--- src/rtl/fir_pkg.sv ---
// Shared FIR definitions: default datapath widths and the round/shift/saturate
// helper used by both the transposed-form segment and the direct-form FIR.
//
// Contents
//   FIR_* localparams : default parameter values for FIR blocks
//   SR_W              : working width of sat_round (wide enough for any ACC_W < 64)
//   sat_round_t       : result of sat_round (clamped value + overflow flag)
//   sat_round()       : (acc + 2^(shift-1)) >>> shift, clamped to a signed outW range
package fir_pkg;

  localparam int FIR_TAPS   = 3;
  localparam int FIR_DIN_W  = 3;
  localparam int FIR_COEF_W = 16;
  localparam int FIR_ACC_W  = 24;
  localparam int FIR_OUT_W  = 16;
  localparam int FIR_SHIFT  = 0;

  localparam int SR_W = 64;

  typedef struct packed {
    logic signed [SR_W-1:0] value;
    logic                   sat;
  } sat_round_t;

  // The rounding add is done at 64 bits so it can never wrap for any
  // accumulator narrower than that; the clamp then compares against the
  // signed limits of the requested output width.
  function automatic sat_round_t sat_round(input logic signed [SR_W-1:0] acc,
                                           input int shift,
                                           input int outW);
    logic signed [SR_W-1:0] rounded;
    logic signed [SR_W-1:0] shifted;
    logic signed [SR_W-1:0] maxVal;
    logic signed [SR_W-1:0] minVal;
    sat_round_t res;
    rounded = acc;
    if (shift > 0) begin
      rounded = acc + (SR_W'(1) <<< (shift - 1));
    end
    shifted   = rounded >>> shift;
    maxVal    = (SR_W'(1) <<< (outW - 1)) - SR_W'(1);
    minVal    = -(SR_W'(1) <<< (outW - 1));
    res.value = shifted;
    res.sat   = 1'b0;
    if (shifted > maxVal) begin
      res.value = maxVal;
      res.sat   = 1'b1;
    end else if (shifted < minVal) begin
      res.value = minVal;
      res.sat   = 1'b1;
    end
    return res;
  endfunction

endpackage

--- src/rtl/fir_round_sat.sv ---
// Registered FIR output stage: rounds, shifts and saturates the full-precision
// accumulator into the output width and keeps a sticky saturation flag.
//
// Ports
//   clk_i, rst_ni : clock, asynchronous active-low reset
//   valid_i       : acc_i holds a new result this cycle
//   acc_i         : full-precision signed accumulator
//   clrSat_i      : clear the sticky saturation flag
//   data_o        : rounded/shifted/clamped result, held between updates
//   valid_o       : one-cycle pulse, data_o was just updated
//   sat_o         : sticky, a clamp occurred since the last clear
module fir_round_sat
  import fir_pkg::*;
#(
  parameter int ACC_W = FIR_ACC_W,
  parameter int OUT_W = FIR_OUT_W,
  parameter int SHIFT = FIR_SHIFT
) (
  input  logic                    clk_i,
  input  logic                    rst_ni,
  input  logic                    valid_i,
  input  logic signed [ACC_W-1:0] acc_i,
  input  logic                    clrSat_i,
  output logic signed [OUT_W-1:0] data_o,
  output logic                    valid_o,
  output logic                    sat_o
);

  sat_round_t              satRes;
  logic signed [OUT_W-1:0] data_q;
  logic                    valid_q;
  logic                    sat_q;
  logic                    unusedRoundBits;

  always_comb begin
    satRes = sat_round(SR_W'(acc_i), SHIFT, OUT_W);
  end

  // After the clamp the upper bits are only sign copies of the kept slice.
  assign unusedRoundBits = ^satRes.value[SR_W-1:OUT_W];

  // A clamp on this cycle's result takes priority over a clear request so a
  // fresh overflow is never lost.
  always_ff @(posedge clk_i or negedge rst_ni) begin
    if (!rst_ni) begin
      data_q  <= '0;
      valid_q <= 1'b0;
      sat_q   <= 1'b0;
    end else begin
      valid_q <= valid_i;
      if (valid_i) begin
        data_q <= satRes.value[OUT_W-1:0];
      end
      if (valid_i && satRes.sat) begin
        sat_q <= 1'b1;
      end else if (clrSat_i) begin
        sat_q <= 1'b0;
      end
    end
  end

  assign data_o  = data_q;
  assign valid_o = valid_q;
  assign sat_o   = sat_q;

endmodule

--- src/rtl/fir_transposed_seg.sv ---
// Transposed-form FIR tap segment with a double-buffered coefficient bank and
// a registered round/shift/saturate output stage. Segments chain through
// iCascadeIn/oCascadeOut; the last one in the chain drives the filter output.
//
// Ports
//   iClk_12M, iRsn  : clock, asynchronous active-low reset
//   iEnSample_300k  : one-cycle strobe per input sample, iFirIn valid with it
//   iFirIn          : signed input sample
//   iCascadeIn      : partial sum from the upstream segment (0 if first)
//   iCoeffWe/Addr/Data : write into the shadow coefficient bank
//   iCoeffSwap      : request a shadow -> active copy on a later strobe
//   iClrSat         : clear the sticky saturation flag
//   oCascadeOut     : last chain register, full precision, to downstream
//   oFirOut, oValid : rounded/saturated output and its one-cycle valid pulse
//   oSwapPending    : swap requested but not yet applied
//   oSat            : sticky saturation flag
module fir_transposed_seg
  import fir_pkg::*;
#(
  parameter int TAPS   = FIR_TAPS,
  parameter int DIN_W  = FIR_DIN_W,
  parameter int COEF_W = FIR_COEF_W,
  parameter int ACC_W  = FIR_ACC_W,
  parameter int OUT_W  = FIR_OUT_W,
  parameter int SHIFT  = FIR_SHIFT
) (
  input  logic                     iClk_12M,
  input  logic                     iRsn,
  input  logic                     iEnSample_300k,
  input  logic signed [DIN_W-1:0]  iFirIn,
  input  logic signed [ACC_W-1:0]  iCascadeIn,
  input  logic                     iCoeffWe,
  input  logic [((TAPS > 1) ? $clog2(TAPS) : 1)-1:0] iCoeffAddr,
  input  logic signed [COEF_W-1:0] iCoeffData,
  input  logic                     iCoeffSwap,
  input  logic                     iClrSat,
  output logic signed [ACC_W-1:0]  oCascadeOut,
  output logic signed [OUT_W-1:0]  oFirOut,
  output logic                     oValid,
  output logic                     oSwapPending,
  output logic                     oSat
);

  localparam int PROD_W = DIN_W + COEF_W;

  logic signed [COEF_W-1:0] coefActive_q [TAPS];
  logic signed [COEF_W-1:0] coefActive_d [TAPS];
  logic signed [COEF_W-1:0] coefShadow_q [TAPS];
  logic signed [COEF_W-1:0] coefShadow_d [TAPS];
  logic signed [ACC_W-1:0]  rShift_q     [TAPS];
  logic signed [ACC_W-1:0]  rShift_d     [TAPS];
  logic signed [PROD_W-1:0] tapProd      [TAPS];
  logic                     swapPending_q;
  logic                     swapPending_d;
  logic                     strobeDly_q;
  logic                     applySwap;

  // A swap is only applied on a strobe when it was already pending from an
  // earlier cycle, so a request arriving together with a strobe waits for the
  // next one. The copy takes the shadow value including a same-cycle write.
  // Products always use the bank that was active before this edge.
  always_comb begin
    applySwap     = iEnSample_300k & swapPending_q;
    swapPending_d = iCoeffSwap | (swapPending_q & ~iEnSample_300k);
    for (int k = 0; k < TAPS; k++) begin
      coefShadow_d[k] = coefShadow_q[k];
      if (iCoeffWe && (int'(iCoeffAddr) == k)) begin
        coefShadow_d[k] = iCoeffData;
      end
      coefActive_d[k] = applySwap ? coefShadow_d[k] : coefActive_q[k];
      tapProd[k]      = PROD_W'(iFirIn) * PROD_W'(coefActive_q[k]);
      rShift_d[k]     = rShift_q[k];
    end
    if (iEnSample_300k) begin
      rShift_d[0] = iCascadeIn + ACC_W'(tapProd[0]);
      for (int k = 1; k < TAPS; k++) begin
        rShift_d[k] = rShift_q[k-1] + ACC_W'(tapProd[k]);
      end
    end
  end

  // strobeDly_q marks the cycle in which the chain output holds a fresh sum,
  // which is what the output stage registers one edge later.
  always_ff @(posedge iClk_12M or negedge iRsn) begin
    if (!iRsn) begin
      for (int k = 0; k < TAPS; k++) begin
        coefActive_q[k] <= '0;
        coefShadow_q[k] <= '0;
        rShift_q[k]     <= '0;
      end
      swapPending_q <= 1'b0;
      strobeDly_q   <= 1'b0;
    end else begin
      for (int k = 0; k < TAPS; k++) begin
        coefActive_q[k] <= coefActive_d[k];
        coefShadow_q[k] <= coefShadow_d[k];
        rShift_q[k]     <= rShift_d[k];
      end
      swapPending_q <= swapPending_d;
      strobeDly_q   <= iEnSample_300k;
    end
  end

  fir_round_sat #(
    .ACC_W (ACC_W),
    .OUT_W (OUT_W),
    .SHIFT (SHIFT)
  ) uRoundSat (
    .clk_i    (iClk_12M),
    .rst_ni   (iRsn),
    .valid_i  (strobeDly_q),
    .acc_i    (rShift_q[TAPS-1]),
    .clrSat_i (iClrSat),
    .data_o   (oFirOut),
    .valid_o  (oValid),
    .sat_o    (oSat)
  );

  assign oCascadeOut  = rShift_q[TAPS-1];
  assign oSwapPending = swapPending_q;

endmodule
--- config.mk ---
export PLATFORM = sky130hd
export DESIGN_NAME = fir_transposed_seg
export DESIGN_NICKNAME = d
export VERILOG_FILES = /design/src/rtl/fir_pkg.sv /design/src/rtl/fir_round_sat.sv /design/src/rtl/fir_transposed_seg.sv
export SDC_FILE = /design/constraint.sdc
export NUM_CORES = 1
export LEC_CHECK = 0
export BUFFER_PORTS_ARGS = -buffer_cell sky130_fd_sc_hd__buf_2
export CORE_ASPECT_RATIO = 2
export CORE_MARGIN = 2
export CORE_UTILIZATION = 60
export CTS_CLUSTER_DIAMETER = 120
export DETAILED_ROUTE_END_ITERATION = 16
export HOLD_SLACK_MARGIN = 0.05
export PLACE_DENSITY_LB_ADDON = 0.1
export SETUP_SLACK_MARGIN = 0.5
export SYNTH_ARGS = -nofsm -noshare
export SYNTH_HDL_FRONTEND = slang
export SYNTH_SLANG_ARGS = --single-unit
--- constraint.sdc ---
create_clock -name iClk_12M -period 7.8 [get_ports iClk_12M]
set_clock_uncertainty 0.15 [all_clocks]
set_input_delay 1.56 -clock iClk_12M [delete_from_list [all_inputs] [get_ports iClk_12M]]
set_output_delay 1.56 -clock iClk_12M [all_outputs]
set_load 0.01 [all_outputs]
* Word-level counts from Yosys, hierarchy flattened *
Cells that the tools add are included.

storage, ports and cells
  word-level logic and storage cells = 41
  input port bits = 51
  bits in registers = 188

operators by class
  reductions and logical operators = 6
  mux-type cells = 7
  multipliers = 3
  order comparisons = 2
  bitwise gates (word level) = 4
  equality and inequality tests = 2
  $add $sub $neg = 3

operators by type and width
  cell                  number
  $add 24x19->24        3
  $mul 3x16->19         3
  $mux 16               3
  $mux 17               2
  $gt 24x16->1 const B  1
  $lt 24x16->1 const B  1
  $eq 2x2->1 const B    2
  $logic_and 1x1->1     4
  $and 1x1->1           2
  $logic_not 2->1       1
  $mux 1                2
  $reduce_bool 2->1     1
  $not 1->1             1
  $or 1x1->1            1

* Longest topological paths before layout *
Gate-level depths: netlist of run 1.

  depth in word-level cells = 5
  mapped depth = 18
  gate-level depth less buffers = 16

* Hierarchy *
Synthesis of run 1 repeated with hierarchy kept, for this count alone.

second synthesis, totals
  cell total of the unflattened synthesis = 1352
  area total of the unflattened synthesis = 14938.1 um2

by module, submodules not included
  module              area each (um2)  cells each  instances
  fir_transposed_seg  14032.2          1271        1
  fir_round_sat       905.9            81          1

* Worst setup path after synthesis of run 1 *
Ideal clock, no wire load.

  path type = input-to-reg
  start point = input port iFirIn[0]
  end point = register rShift_q[68] in the netlist's numbering
  required time = 7518 ps
  arrival time = 5364 ps
  slack = 2154 ps
  stages = 16
  buffers on the path = 1
  library setup time = 132 ps
  cell sequence = clkbuf_1 > nand2_1 > fa_1 > inv_1 > fa_1 > fa_1 > ha_1 > inv_1 > fa_1 > and2b_1 > o211ai_1 > a21o_1 > a211oi_4 > a21oi_2 > o2111ai_1 > or3b_1

on the way
  word-level cells in the longest chain between the ends = 2

RTL lines
  what                            line                      RTL
  start: declaration              fir_transposed_seg.sv:30  input logic signed [DIN_W-1:0] iFirIn,
  $mul 3x16->19                   fir_transposed_seg.sv:71  tapProd[k] = PROD_W'(iFirIn) * PROD_W'(coefActive_q[k]);
  $add 24x19->24                  fir_transposed_seg.sv:75  rShift_d[0] = iCascadeIn + ACC_W'(tapProd[0]);
  end signal: indexed assignment  fir_transposed_seg.sv:97  rShift_q[k] <= rShift_d[k];
  end: declaration                fir_transposed_seg.sv:50  logic signed [ACC_W-1:0] rShift_q [TAPS];

No other way between the ends.
A chain may end at the register's enable or synchronous reset.

* Final worst setup path of run 1 *
  start point = input port iFirIn[1]
  end point = register rShift_q, in the netlist oCascadeOut[22]

on the way
  word-level cells in the longest chain between the ends = 2

RTL lines
  what            line                      RTL
  $mul 3x16->19   fir_transposed_seg.sv:71
  $add 24x19->24  fir_transposed_seg.sv:77  rShift_d[k] = rShift_q[k-1] + ACC_W'(tapProd[k]);

No other way between the ends.

==> flow_metrics.tcl, run 1 <==
set metrics [dict create \
    period_minus_slack_ns 5.96 \
    route.met2.wl_mm 17.9 \
    status "complete, no violations" \
    drt-initial-drc-count 272 \
    worst_ep_required_time_ns 8.04 \
    clkSinkCount 188 \
    gp_congestion 0.972 \
    fin_setup_tns_ns 0 \
    synth_top_cell_by_area "dfrtp_1" \
    routedWlPerCell_um 17.7 \
    synth.net_count 1707 \
    dp_hpwl_mm 24.6 \
    synth.area.top_cells "dfrtp_1 (31%), fa_1 (15%), ha_1 (12%), mux2_2 (9.8%), and2_1 (3.9%)" \
    insertedDiodeCount 0 \
    synth_edf_count 0 \
    cts_resized 0 \
    tightest_slew_ns 1.21 \
    grt_overflow 0 \
    yosys-top-cells-count "dfrtp_1 (188), ha_1 (141), mux2_2 (131)" \
    syn_to_final_growth_pct 7.72 \
    fp.dieH_um 228 \
    max_freq_ghz 0.168 \
    drt-total-wl_mm 31.6 \
    synth_seq_cells 188 \
    max-cap-violations 0 \
    final_net_count 1750 \
    wl_met1_mm 11.7 \
    htree_levels 4 \
    fin_area_um2 16200 \
    vias 10400 \
    grt_usage_pct 25.3 \
    rsz0062_at_grt "false" \
    synth_cell_types 74 \
    min_from "coefShadow_q[27]" \
    drive_gt1_share_pct 19.6 \
    clk_pin_slew_ns 0.07 \
    hold_violations 0 \
    netlist_instances 1401 \
    design.core.area_um2 24500 \
    wl_met3_um 615 \
    clockBufferDepth 2 \
    postCtsSetupBuffers 0 \
    yosysMostFrequentCell "dfrtp_1" \
    synthesis.area_um2 15000 \
    r2r-end "rShift_q[68]" \
    async_flop_share_pct 100 \
    antenna_found_initial 0 \
    grt_pass1_vias 11200 \
    postSynthAreaPerCell_um2 10.7 \
    rrSetupSlack_ns 3.14 \
    die_area_um2 26400 \
    ios 94 \
    detail-route-antenna-nets 0 \
    dr.pass1.iters 4 \
    grt_max_degree 71 \
    routed.top_layer "met4" \
    max_slew_margin_pct 18.9 \
    ys_warn_count 0 \
    ff2ff_path_depth 15 \
    clk_latency_ns 0.46 \
    path_class "input pin to flop" \
    worstHoldPathCells 1 \
    timing.final.crit_share_pct 76.4 \
    critPathMaxFanout 32 \
    start_kind "input pin" \
    hold_end "coefShadow_q[27]" \
    drc 0 \
    hold_class "flop to flop" \
    reg2reg_from "coefActive_q[32]" \
    yosysSeqAreaShare_pct 31.4 \
    yosysTopAreaCellShare_pct 31.4 \
    setup-violations-final 0 \
    rows 81 \
    grt_pass1_wl_mm 52.0 \
    drv_slew 0 \
    port_buffers 93 \
    cts_buffers 17 \
    avgViaCountPerCell 5.81 \
    endpoint_kind "flop" \
    dpl_cell_area_um2 15600 \
    cts_tree "done" \
    die_w_um 116 \
    cts_root_buf "clkbuf_16" \
    worstPathArrival_ns 6.20 \
    synth_flop_cell "dfrtp_1" \
    postCtsHoldBufs 0 \
    start_util_pct 61.2 \
]
per-layer routing:
| layer | up-vias | global-route usage (%) |
|---|---|---|
| met1 | 5194 | 25.6 |
| li1 | 4937 | - |
| met4 | 0 | 13.8 |
| met2 | 189 | 49.1 |
| met5 | - | 0 |
| met3 | 81 | 2.73 |
how the worst max path moves through the flow:
stage / startpoint / endpoint / slack [ns] / cells past startpoint
finish: iFirIn[1] / oCascadeOut[22] / 1.84 / 17
global route: iFirIn[1] / oCascadeOut[22] / 1.64 / 17
CTS: iFirIn[1] / oCascadeOut[22] / 1.85 / 17
detailed placement: iFirIn[1] / oCascadeOut[22] / 1.35 / 17
global placement: iFirIn[1] / oCascadeOut[22] / 1.49 / 17
floorplan: iFirIn[0] / rShift_q[68] / 2.15 / 16
cell usage in the layout, fill, tap and decap left out, drive strengths merged, types with 16 or more instances in the layout:
cell / count
dfrtp: 188
ha: 141
mux2: 131
fa: 114
inv: 102
buf: 101
and2: 95
nor2: 75
nand2: 72
a21oi: 59
o21ai: 57
a21o: 36
xnor2: 29
o211ai: 26
clkbuf: 21
nand3: 19
nand4: 16
through the flow:
| stage | utilization [%] | hold slack, ns | instances | setup WS (ns) |
|---|---|---|---|---|
| after floorplan | - | 0.284 | 1401 | 2.15 |
| after global placement | 63.4 | 0.324 | 1757 | 1.49 |
| after detailed placement | 63.4 | 0.328 | 1757 | 1.35 |
| after CTS | 65.9 | 0.344 | 1789 | 1.85 |
| after global routing | 65.9 | 0.357 | 1789 | 1.64 |
| final | 65.9 | 0.344 | 1789 | 1.84 |
critical path: stages:
cell      delay (ns)
buf_2           0.46
buf_4           0.31
nand2_1         0.10
fa_1            0.50
fa_1            0.50
inv_1           0.05
fa_1            0.48
ha_1            0.17
inv_1           0.06
fa_1            0.46
nor2b_1         0.14
o21a_1          0.15
o21ai_2         0.11
a211oi_2        0.46
o21ai_0         0.21
a2111o_1        0.40
nand3_1         0.07
layout make-up:
type	instances	area, µm²
clock buffer	20	447
inverter	97	364
sequential	188	4700
fill	1996	8360
multi-input combinational	1038	9530
timing repair buffer	102	544
tap	332	415
clock inverter	12	156
flip-flops by register name (all words and copies together) (netlist names):
signal,count
coefActive_q,48
oSwapPending,1
strobeDly_q,1
uRoundSat.valid_o,1
uRoundSat.data_o,16
oCascadeOut,24
rShift_q,48
uRoundSat.sat_o,1
coefShadow_q,48
logic make-up after synthesis:
family                     after synthesis  share of synthesized area, %
and+or+nand+nor                        348                          12.1
AOI/OAI and AO/OA                      264                          12.2
adders and majority gates              255                          27.0
DFF                                    188                          31.4
buffers and inverters                  175                          5.13
muxes                                  132                          9.90
xor gates and xnor gates                39                          2.28
Power of run 1 is left out: the tool's default activity adds up to more than one toggle a clock period on the data nets, which glitch-free logic cannot reach.
==> run 2: changes to the inputs <==
clock period = 5.5 ns   (was 7.8 ns; I/O delays follow)
==> flow_metrics.tcl, run 2 (synthesis results as in run 1) <==
set metrics [dict create \
    start_util_pct 61.2 \
    drive_gt1_share_pct 20.8 \
    cts_tree "done" \
    avgViaCountPerCell 5.85 \
    die_area_um2 26400 \
    max-cap-violations 0 \
    gp_congestion 0.946 \
    min_from "rShift_q[44]" \
    endpoint_kind "flop" \
    worstPathArrival_ns 5.09 \
    dp_hpwl_mm 24.6 \
    vias 10500 \
    grt_use_met3_pct 3.77 \
    final_common_cell "dfrtp_1" \
    clk_pin_slew_ns 0.07 \
    worst_ep_required_time_ns 5.70 \
    hold_violations 0 \
    hold_ws_ns 0.329 \
    worstHoldPathCells 2 \
    grt_max_degree 131 \
    start_kind "input pin" \
    cts_buffers 17 \
    rows 81 \
    routedWlPerCell_um 18.3 \
    clkSinkCount 188 \
    drt-initial-drc-count 377 \
    tightest_slew_ns 1.20 \
    hold_class "flop to flop" \
    design.core.area_um2 24500 \
    hold_end "rShift_q[44]" \
    mostFrequentLayoutCells "dfrtp_1 (188), ha_1 (140), mux2_2 (131)" \
    final_net_count 1763 \
    status "complete, no violations" \
    drv_slew 0 \
    r2r-end "rShift_q[68]" \
    drt-total-wl_mm 32.9 \
    syn_to_final_growth_pct 9.45 \
    rsz0062_at_grt "true" \
    critPathMaxFanout 4 \
    grt_util_met1_pct 26.9 \
    port_buffers 93 \
    setup-violations-final 0 \
    detail-route-antenna-nets 0 \
    grt.busiest_layer "met2" \
    path_class "input pin to flop" \
    max_slew_margin_pct 19.6 \
    insertedDiodeCount 0 \
    clockBufferDepth 2 \
    grt_overflow 0 \
    grt_usage_pct 25.5 \
    ios 94 \
    htree_levels 4 \
    reg2reg_from "coefActive_q[32]" \
    fill_cells 2027 \
    use_met2_pct 49.4 \
    die_w_um 116 \
    clk_latency_ns 0.47 \
    timing.final.crit_share_pct 89.0 \
    grt_pass1_wl_mm 52.3 \
    period_minus_slack_ns 4.89 \
    largestRegisters "coefActive_q: 48 flops, coefShadow_q: 48 flops, rShift_q: 48 flops" \
    fp.dieH_um 228 \
    max_freq_ghz 0.204 \
    grt_pass1_vias 10900 \
    cts_root_buf "clkbuf_16" \
    ff2ff_path_depth 15 \
    rrSetupSlack_ns 0.92 \
    dr.pass1.iters 5 \
    antenna_found_initial 0 \
    drc 0 \
]
-- run 2: changes by cell type in the layout (fill, tap and decap cells not counted), moves of 2 or more --
cell | previous run | this run
o21ai_2 | 2 | 0
clkbuf_1 | 2 | 0
buf_4 | 10 | 16
clkinvlp_4 | 3 | 1
clkbuf_16 | 17 | 21
buf_6 | 0 | 2
buf_12 | 0 | 3
buf_2 | 91 | 88
o21ai_4 | 0 | 2
inv_6 | 3 | 6
-- run 2: timing repair --
action | CTS | global route
setup buffers | 1 | 2
pin swaps | 1 | 7
hold buffers | 0 | 0
cloned | 0 | 4
gates resized for setup | 2 | 15
setup endpoints to repair | 2 | 14
-- run 2: layout make-up --
class | count | area (µm²) | area share, %
clock buffers | 19 | 453 | 2.76
well taps | 332 | 415 | 2.53
inverters | 97 | 367 | 2.23
flip-flops and latches | 188 | 4700 | 28.6
clock inverters | 12 | 148 | 0.899
multi-input cells | 1038 | 9570 | 58.3
repair buffers | 115 | 764 | 4.66
-- run 2: worst max-delay path by stage --
| stage | start | to | slack [ns] |
|---|---|---|---|
| floorplan | iFirIn[0] | rShift_q[68] | 0.44 |
| global placement | iFirIn[0] | oCascadeOut[22] | 0.04 |
| detailed placement | iFirIn[0] | oCascadeOut[22] | -0.04 |
| CTS | iFirIn[0] | oCascadeOut[20] | 0.51 |
| global route | iFirIn[2] | rShift_q[68] | 0.50 |
| finish | iFirIn[0] | rShift_q[68] | 0.61 |
-- run 2: through the flow --
| stage | utilization (%) | setup slack, ns | instances | setup TNS, ns | area [µm²] |
|---|---|---|---|---|---|
| finish | 67.0 | 0.608 | 1801 | 0 | 16400 |
| floorplan | - | 0.440 | 1401 | 0 | 15000 |
| global placement | 63.8 | 0.0427 | 1763 | 0 | 15600 |
| CTS | 66.3 | 0.510 | 1795 | 0 | 16300 |
| global route | 67.0 | 0.497 | 1801 | 0 | 16400 |
| detailed placement | 63.8 | -0.0382 | 1763 | -0.0417 | 15600 |
-- run 2: worst max-delay path, cell delays in order --
cell       delay, ns
buf_6           0.12
nand2_1         0.08
fa_1            0.55
inv_1           0.05
fa_1            0.45
fa_1            0.50
ha_2            0.18
inv_1           0.05
fa_2            0.34
and2b_1         0.24
o211ai_1        0.15
a21o_1          0.25
a211oi_4        0.32
a21oi_2         0.13
o2111ai_1       0.21
or3b_1          0.36
-- run 2: per-layer routing --
metal	wire length [µm]	share of wire [%]
met1	12400	38
met2	18400	56
met3	927	2.8
met4	1170	3.6
met5	0	0
Power of run 2 is left out for the same reason.
==> run 3: changes to the inputs <==
ABC_AREA = 0   (was not set)
CORE_MARGIN = not set   (was 2)
==> flow_metrics.tcl, run 3 (synthesis results as in run 1) <==
set metrics [dict create \
    rsz0062_at_grt "true" \
    clk_latency_ns 0.46 \
    detail-route-antenna-nets 0 \
    grt_usage_pct 26.7 \
    die_w_um 114 \
    grt_pass1_vias 10900 \
    fin_setup_tns_ns 0 \
    grt_pass1_wl_mm 52.6 \
    timing.final.crit_share_pct 89.2 \
    cts_tree "done" \
    port_buffers 93 \
    worstPathArrival_ns 5.15 \
    max-cap-violations 0 \
    start_kind "input pin" \
    largestRegisters "coefActive_q: 48 flops, coefShadow_q: 48 flops, rShift_q: 48 flops" \
    htree_levels 4 \
    slowest_delay_ns 0.50 \
    hold_class "flop to flop" \
    clkSinkCount 188 \
    drt-total-wl_mm 32.3 \
    hold_violations 0 \
    worst_slack_ns 0.592 \
    vias 10400 \
    drc 0 \
    cts_buffers 17 \
    insertedDiodeCount 0 \
    final_common_cell "dfrtp_1" \
    gp_congestion 0.944 \
    dr.pass1.iters 4 \
    routedWlPerCell_um 17.9 \
    endpoint_kind "flop" \
    clk_pin_slew_ns 0.08 \
    start_util_pct 61.2 \
    design.core.area_um2 24500 \
    mostFrequentLayoutCells "dfrtp_1 (188), ha_1 (140), mux2_2 (131)" \
    worst_path_most_repeated_cell "fa_1" \
    antenna_found_initial 0 \
    fp.dieH_um 226 \
    max_slew_margin_pct 29.3 \
    tightest_slew_ns 1.06 \
    max_freq_ghz 0.204 \
    final_net_count 1765 \
    path_cells "buf_2 > buf_12 > nand2_1 > fa_1 > fa_1 > inv_1 > fa_1 > ha_1 > inv_1 > fa_1 > nor2b_1 > o21a_1 > o21ai_2 > a211oi_2 > buf_4 > o21ai_0 > a2111o_1 > nand3_1" \
    grt_max_degree 109 \
    period_minus_slack_ns 4.91 \
    worst_ep_required_time_ns 5.74 \
    place_ws_ns 0.0777 \
    grt_overflow 0 \
    cts_root_buf "clkbuf_16" \
    critPathMaxFanout 47 \
    status "complete, no violations" \
    avgViaCountPerCell 5.77 \
    postCtsHoldBufs 0 \
    drive_gt1_share_pct 20.9 \
    dp_hpwl_mm 25.1 \
    ios 94 \
    drt-initial-drc-count 334 \
    syn_to_final_growth_pct 8.83 \
    die_area_um2 25700 \
    drv_slew 0 \
    setup-violations-final 0 \
    path_class "input pin to flop" \
    rows 81 \
    crit_slowest_cell "fa_1" \
    clockBufferDepth 2 \
]
## run 3: cell count changes in the layout (fill, tap and decap cells not counted), sizes merged
cell / delta
inv: -2
buf: +6
clkbuf: -6
bufinv: -1
clkinv: +6
## run 3: per-stage QoR
step	hold slack, ns	instances	cell area (µm²)	util (%)
final	0.344	1804	16300	66.6
after global routing	0.357	1804	16300	66.6
after CTS	0.346	1802	16300	66.4
after detailed placement	0.328	1770	15700	64.0
after global placement	0.315	1770	15700	64.0
after floorplan	0.284	1401	15000	-
## run 3: area by class of cell
class / instances / area, µm²
Timing Repair Buffer: 117 / 684
Clock inverter: 15 / 180
Inverter: 97 / 367
Tap cell: 332 / 415
Fill cell: 2044 / 8200
Clock buffer: 17 / 425
Sequential cell: 188 / 4700
Multi-Input combinational cell: 1038 / 9550
## run 3: worst paths after layout
path / start / end / slack [ns] / cells past startpoint
setup / recovery: iFirIn[0] / oCascadeOut[22] / 0.59 / 18
hold / removal: coefShadow_q[20] / coefShadow_q[20] / 0.34 / 1
setup reg to reg: coefActive_q[34] / rShift_q[68] / 0.92 / 15
hold reg to reg: coefShadow_q[20] / coefShadow_q[20] / 0.34 / 1
max in group asynchronous: iRsn / rShift_q[29] / 3.53 / 2
min in group asynchronous: iRsn / oCascadeOut[21] / 0.58 / 1
## run 3: worst max-delay path: cells and delay by family
kind	cells	cell delay [ns]
and+or+nand+nor	3	0.32
buffers and inverters	5	0.62
adders and majority gates	5	2.10
AOI/OAI and AO/OA	5	0.99
## run 3: timing repair
action,in CTS,in global routing
endpoints found under the setup margin,0,14
setup buffers,0,2
gates resized for setup,0,8
hold endpoints to repair,0,0
## run 3: metal layers
| layer | track usage (%) | vias to the layer above | routed length [µm] |
|---|---|---|---|
| met2 | 53.3 | 160 | 18900 |
| met5 | 0 | - | 0 |
| met4 | 9.68 | 0 | 730 |
| met1 | 27.8 | 5219 | 12000 |
| li1 | - | 4976 | - |
| met3 | 3.33 | 46 | 654 |
Power of run 3 is left out for the same reason.
